[src/rtl/pc_gen_ctrl.sv]
// pc_gen_ctrl
//   Fetch-PC generator. Registers the fetch address and selects its next value
//   from the interrupt trap, mret, EX redirect, a one-entry pending buffer and
//   the predicted PC, in that priority order. Redirect-type requests that arrive
//   while fetch is stalled are held in the pending buffer until the stall clears.
//   A WFI sleep state parks fetch until an interrupt that is allowed to trap
//   (no handler already active) wakes it.
//
// Ports
//   clk, rst      rising-edge clock, synchronous active-high reset
//   PC_in_pred    predicted / sequential next PC
//   redir_valid   EX redirect request, target redir_pc
//   mret, mepc    return-from-handler request and its target
//   interrupt     level interrupt request, irq_cause sampled with it
//   Istall/Dstall I-side / D-side stall; either one freezes fetch
//   wfi           WFI retired; enters sleep on a non-stalled cycle
//   PC_address    registered fetch PC
//   Icache_en     fetch request valid (running and not stalled)
//   trap_taken    one-cycle pulse while PC_address shows the handler PC
//   trap_epc      return PC for the trap, valid with trap_taken
//   in_isr        handler active (set on trap, cleared on mret)
module pc_gen_ctrl #(
    parameter int unsigned     XLEN      = 32,
    parameter logic [XLEN-1:0] RESET_VEC = 32'h1000_0000,
    parameter logic [XLEN-1:0] TRAP_BASE = 32'h1000_0000,
    parameter int unsigned     VEC_MODE  = 0,
    parameter int unsigned     CAUSE_W   = 4
) (
    input  logic               clk,
    input  logic               rst,
    input  logic [XLEN-1:0]    PC_in_pred,
    input  logic               redir_valid,
    input  logic [XLEN-1:0]    redir_pc,
    input  logic               mret,
    input  logic [XLEN-1:0]    mepc,
    input  logic               interrupt,
    input  logic [CAUSE_W-1:0] irq_cause,
    input  logic               Istall,
    input  logic               Dstall,
    input  logic               wfi,
    output logic [XLEN-1:0]    PC_address,
    output logic               Icache_en,
    output logic               trap_taken,
    output logic [XLEN-1:0]    trap_epc,
    output logic               in_isr
);

    typedef enum logic [1:0] {BOOT, RUN, SLEEP} state_t;

    // Encoding order is the capture priority: a higher value may overwrite a
    // lower one in the pending buffer.
    typedef enum logic [1:0] {
        P_NONE  = 2'd0,
        P_REDIR = 2'd1,
        P_MRET  = 2'd2,
        P_TRAP  = 2'd3
    } pend_kind_t;

    localparam logic [XLEN-1:0] ALIGN_MASK = ~XLEN'(3);

    state_t            state;
    state_t            state_next;

    pend_kind_t        pend_kind;
    logic [XLEN-1:0]   pend_target;
    logic [XLEN-1:0]   pend_epc;

    logic              stall;
    logic              irq_ok;
    logic [XLEN-1:0]   trap_target;

    // Best source below the interrupt (mret > redirect > pending > predicted).
    logic [XLEN-1:0]   cand_pc;
    logic [XLEN-1:0]   cand_epc;
    logic              cand_trap;
    logic              cand_mret;
    logic [XLEN-1:0]   nt_epc;

    logic [XLEN-1:0]   sel_pc;
    logic [XLEN-1:0]   sel_epc;
    logic              sel_trap;
    logic              sel_mret;

    pend_kind_t        live_kind;
    logic [XLEN-1:0]   live_target;

    assign stall  = Istall | Dstall;
    assign irq_ok = interrupt & ~in_isr;

    always_comb begin
        if (VEC_MODE != 0)
            trap_target = (TRAP_BASE + (XLEN'(irq_cause) << 2)) & ALIGN_MASK;
        else
            trap_target = TRAP_BASE & ALIGN_MASK;
    end

    always_comb begin
        cand_pc   = PC_in_pred;
        cand_epc  = '0;
        cand_trap = 1'b0;
        cand_mret = 1'b0;
        if (mret) begin
            cand_pc   = mepc & ALIGN_MASK;
            cand_mret = 1'b1;
        end else if (redir_valid) begin
            cand_pc = redir_pc & ALIGN_MASK;
        end else begin
            unique case (pend_kind)
                P_REDIR: cand_pc = pend_target;
                P_MRET: begin
                    cand_pc   = pend_target;
                    cand_mret = 1'b1;
                end
                P_TRAP: begin
                    cand_pc   = pend_target;
                    cand_trap = 1'b1;
                    cand_epc  = pend_epc;
                end
                default: ;
            endcase
        end
    end

    // A live trap that supersedes a buffered trap keeps the buffered return PC.
    assign nt_epc = cand_trap ? cand_epc : cand_pc;

    always_comb begin
        if (irq_ok) begin
            sel_pc   = trap_target;
            sel_epc  = nt_epc;
            sel_trap = 1'b1;
            sel_mret = 1'b0;
        end else begin
            sel_pc   = cand_pc;
            sel_epc  = cand_epc;
            sel_trap = cand_trap;
            sel_mret = cand_mret;
        end
    end

    always_comb begin
        live_kind   = P_NONE;
        live_target = '0;
        if (irq_ok) begin
            live_kind   = P_TRAP;
            live_target = trap_target;
        end else if (mret) begin
            live_kind   = P_MRET;
            live_target = mepc & ALIGN_MASK;
        end else if (redir_valid) begin
            live_kind   = P_REDIR;
            live_target = redir_pc & ALIGN_MASK;
        end
    end

    // State register
    always_ff @(posedge clk) begin
        if (rst)
            state <= BOOT;
        else
            state <= state_next;
    end

    // Next-state logic
    always_comb begin
        state_next = state;
        unique case (state)
            BOOT:  state_next = RUN;
            RUN:   if (!stall && wfi && !sel_trap) state_next = SLEEP;
            SLEEP: if (irq_ok) state_next = RUN;
            default: state_next = BOOT;
        endcase
    end

    // Output logic
    always_comb begin
        Icache_en = (state == RUN) && !stall;
    end

    // Fetch PC, trap reporting, handler flag and pending buffer
    always_ff @(posedge clk) begin
        if (rst) begin
            PC_address  <= RESET_VEC - XLEN'(4);
            trap_taken  <= 1'b0;
            trap_epc    <= '0;
            in_isr      <= 1'b0;
            pend_kind   <= P_NONE;
            pend_target <= '0;
            pend_epc    <= '0;
        end else begin
            trap_taken <= 1'b0;
            unique case (state)
                BOOT: PC_address <= RESET_VEC;
                RUN: begin
                    if (!stall) begin
                        PC_address <= sel_pc;
                        pend_kind  <= P_NONE;
                        if (sel_trap) begin
                            trap_taken <= 1'b1;
                            trap_epc   <= sel_epc;
                            in_isr     <= 1'b1;
                        end else if (sel_mret) begin
                            in_isr <= 1'b0;
                        end
                    end else if (live_kind != P_NONE && live_kind >= pend_kind) begin
                        pend_kind   <= live_kind;
                        pend_target <= live_target;
                        pend_epc    <= nt_epc;
                    end
                end
                SLEEP: begin
                    // Waking under a stall parks the trap in the pending buffer
                    // so it applies on the first free cycle even if the level drops.
                    if (irq_ok) begin
                        if (!stall) begin
                            PC_address <= trap_target;
                            trap_taken <= 1'b1;
                            trap_epc   <= PC_in_pred;
                            in_isr     <= 1'b1;
                        end else begin
                            pend_kind   <= P_TRAP;
                            pend_target <= trap_target;
                            pend_epc    <= PC_in_pred;
                        end
                    end
                end
                default: ;
            endcase
        end
    end

endmodule

[config.mk]
export PLATFORM = sky130hd
export DESIGN_NAME = pc_gen_ctrl
export DESIGN_NICKNAME = d
export VERILOG_FILES = /design/src/rtl/pc_gen_ctrl.sv
export SDC_FILE = /design/constraint.sdc
export NUM_CORES = 1
export LEC_CHECK = 0
export CORE_AREA = 2 2 131 133
export DETAILED_ROUTE_END_ITERATION = 12
export DIE_AREA = 0 0 133 135
export PLACE_DENSITY = 0.79
export SETUP_SLACK_MARGIN = 0.1
export SYNTH_ARGS = -nofsm -noshare
export SYNTH_HDL_FRONTEND = slang
export SYNTH_SLANG_ARGS = --single-unit
[constraint.sdc]
create_clock -name clk -period 2.4 [get_ports clk]
set_input_delay 0.36 -clock clk [delete_from_list [all_inputs] [get_ports clk]]
set_output_delay 0.36 -clock clk [all_outputs]
set_load 0.02 [all_outputs]
==> flow_summary.yaml, run 1 <==
die:
  std_cell_rows: 47
  die_x_um: 133
  dieArea_um2: 18000
  io_pins: 175
  coreArea_um2: 16400
  start_util_pct: 45.5
  die_h_um: 135
setup_path:
  cp_cell_sequence: "clkdlybuf4s50_1 -> nor2b_4 -> nor2_1 -> ha_1 -> nand2b_1 -> a21o_1 -> a31oi_4 -> buf_4 -> or4b_1 -> o21ai_1"
  path_class: "in2reg"
  cpPeakStageDelay_ns: 0.52
  worstPathRequired_ns: 2.75
  crit_slowest_cell: "or4b_1"
  endpoint_kind: "flip-flop"
  cp-start-kind: "input port"
  worstPathMaxFanout: 5
  worstPathArrival_ns: 2.53
clock_network:
  cts_buffer_depth: 2
  clkTransAtPathRegs_ns: 0.05
  cts_made_buffers: 17
  clock-root-buffer: "clkbuf_16"
  clkSinkCount: 132
  cts_setup_buffers: 0
  htreeDepth: 4
  cts_tree: "built"
  clk_latency_ns: 0.43
placed_design:
  io_buffers: 166
  dp_hpwl_um: 16700
  pre_cts_slack_ns: -0.300
  gp_congestion: 0.854
detailed_routing:
  ant_nets: 0
  vias: 8059
  wire_per_inst_um: 18.8
  drt-total-wl_um: 24600
  drc: 0
  firstDrtPassIters: 6
  routed_via_density: 6.17
  drtIter0Drc: 817
sta:
  slew_headroom_pct: 66.8
  clock_skew_ns: 0.00745
  fin_crit_sh_pct: 90.6
  setup_viol: 0
  period_needed_ns: 2.17
  clock.fmax_ghz: 0.460
  finalHoldViolCount: 0
  rsz0062_at_grt: "false"
  tightest_slew_ns: 0.498
  setup_slack_ns: 0.225
  final_max_slew_viol_count: 0
synthesis:
  synth_fp_nets: 1031
  synth_top_flop_cell: "dfxtp_1"
  avgSynthCellArea_um2: 8.15
  synth_cell_types: 57
  synth_edf_count: 0
  ys_warn_count: 0
  synthDominantCellAreaShare_pct: 35.4
  async_flop_share_pct: 0
  synth_common_cells: "132 x dfxtp_1, 104 x nand2_1, 76 x a21oi_1"
  ys_seq_elements: 132
  yosysSeqAreaShare_pct: 35.4
  yosysTopAreaCell: "dfxtp_1"
  synth_most_common_cell: "dfxtp_1"
  ys_top_cells_by_area: "dfxtp_1 35%, nand2_1 5.2%, a21oi_1 5.1%"
  syn_area_um2: 7470
  postSynthCellCount: 916
global_routing:
  antenna_found_initial: 0
  grt.overflow.total: 0
  grt_use_total_pct: 26.8
  grt_pass1_vias: 7662
  grt_pass1_wl_um: 38700
  grt_max_degree: 49
final_layout:
  ff_latch_area_um2: 2650
  diodes: 0
  area_growth_pct: 36.8
  nets: 1190
  drive_above_1_share_pct: 13.4
  multi_input_area_um2: 4340
  nFillCells: 1373
pwr:
  peakVddDrop_mv: 0.580
  leakagePower_uw: 0.00377
  power_uw: 6990
  cellPowerDensity_nw_per_um2: 684
worst_hold_path:
  hp-class: "in2reg"
flow_run:
  maxCapViolCount: 0
status:
  outcome: "complete, no violations"
[flip-flops by register name, indices dropped and copies added (netlist names)]
signal	count
trap_taken	1
PC_address	32
in_isr	1
pend_target	30
state	2
trap_epc	32
pend_epc	32
pend_kind	2
[cell type report]
type / count / share of cell area [%]
multi-input combinational: 678 / 42.5
sequential: 132 / 25.9
timing repair buffer: 239 / 23.0
clock buffer: 27 / 4.92
tap: 220 / 2.69
clock inverter: 4 / 0.686
inverter: 7 / 0.257
[routing by layer]
metal	part of all wire, %	track usage [%]	wire [um]	vias to the layer above
met5	0	0	0	-
met4	3.1	14.1	763	0
met3	9.1	5.11	2250	64
met2	47	43.6	11600	455
met1	41	34.0	10000	3797
li1	-	-	-	3743
[worst paths after layout]
check                                    start              to  slack, ns  depth (start not counted)
worst min register to register  pend_target[6]  pend_target[6]       0.45                          2
worst max register to register          in_isr  pend_target[9]       0.28                          8
worst max-delay path                 interrupt  pend_target[9]       0.23                         10
worst min-delay path                       rst     trap_epc[6]       0.30                          2
[cell families after synthesis]
family / Yosys count / share of synthesized area, %
DFF: 132 / 35.4
muxes: 18 / 2.70
AOI/OAI and AO/OA: 338 / 32.3
buffers and inverters: 106 / 7.37
and+or+nand+nor: 315 / 21.1
adders and majority gates: 7 / 1.17
[critical path, delay by kind of cell]
family / cells / cell delay (ns)
adders and majority gates: 1 / 0.27
buffers and inverters: 2 / 0.65
AOI/OAI and AO/OA: 3 / 0.41
and+or+nand+nor: 4 / 0.84
[cells in the final DEF (no fill, tap or decap), types with 5 or more instances in the layout]
cell type        synthesis  routed
clkdlybuf4s50_1          0     162
dfxtp_1                132     130
nand2_1                104     104
a21oi_1                 76      76
nor2_1                  71      71
o21ai_0                 64      64
buf_4                    5      62
a311oi_1                30      30
nand2b_1                24      24
a211oi_1                23      23
o21ai_1                 19      19
nand3_1                 19      19
nor3_1                  20      19
o311a_1                 18      18
o22a_1                  17      17
or3_1                   17      17
clkbuf_16                0      17
a22o_1                  16      16
nand4_1                 16      16
a22oi_1                 14      14
nor3b_1                 13      13
o21a_1                  13      13
a221o_1                 13      13
or4b_1                  12      12
buf_12                   0      12
o221ai_2                10      10
mux2_1                   9       9
mux2_2                   8       8
inv_1                    7       7
o221ai_1                 6       6
clkbuf_1                60       6
a211oi_2                 5       5
ha_1                     7       5
[metrics by stage]
stage               TNS, ns  std cells  util [%]  hold WS [ns]  instance area [um^2]
floorplan                 0        916         -         0.429                  7480
global placement     -11.87       1276      58.6         0.437                  9620
detailed placement   -15.01       1276      58.6         0.444                  9620
CTS                       0       1307      62.1         0.280                 10200
global route              0       1307      62.3         0.312                 10200
finish                    0       1307      62.3         0.299                 10200
[where the power goes]
group	switching (uW)	internal, uW	total [uW]
Sequential	128	2390	2520
Combinational	1040	867	1910
Clock	929	1630	2560
[repair_timing]
action                                 4_1_cts  5_1_grt
setup endpoints to repair                    1       54
hold buffers                                 0        0
cloned                                       0        0
pin swaps                                    0        1
endpoints found under the hold margin        0        0
resized for setup                            2        4
No activity file was read; power rests on OpenSTA's default activity.
==> run 2, diff against run 1 <==
--- a/config.mk
+++ b/config.mk
@@ -10,6 +10,7 @@
 export DIE_AREA = 0 0 133 135
 export PLACE_DENSITY = 0.79
 export SETUP_SLACK_MARGIN = 0.1
+export SLEW_MARGIN = 10
 export SYNTH_ARGS = -nofsm -noshare
 export SYNTH_HDL_FRONTEND = slang
 export SYNTH_SLANG_ARGS = --single-unit
==> results of run 2 <==
Final layout, timing and power as in run 1 (identical DEF).
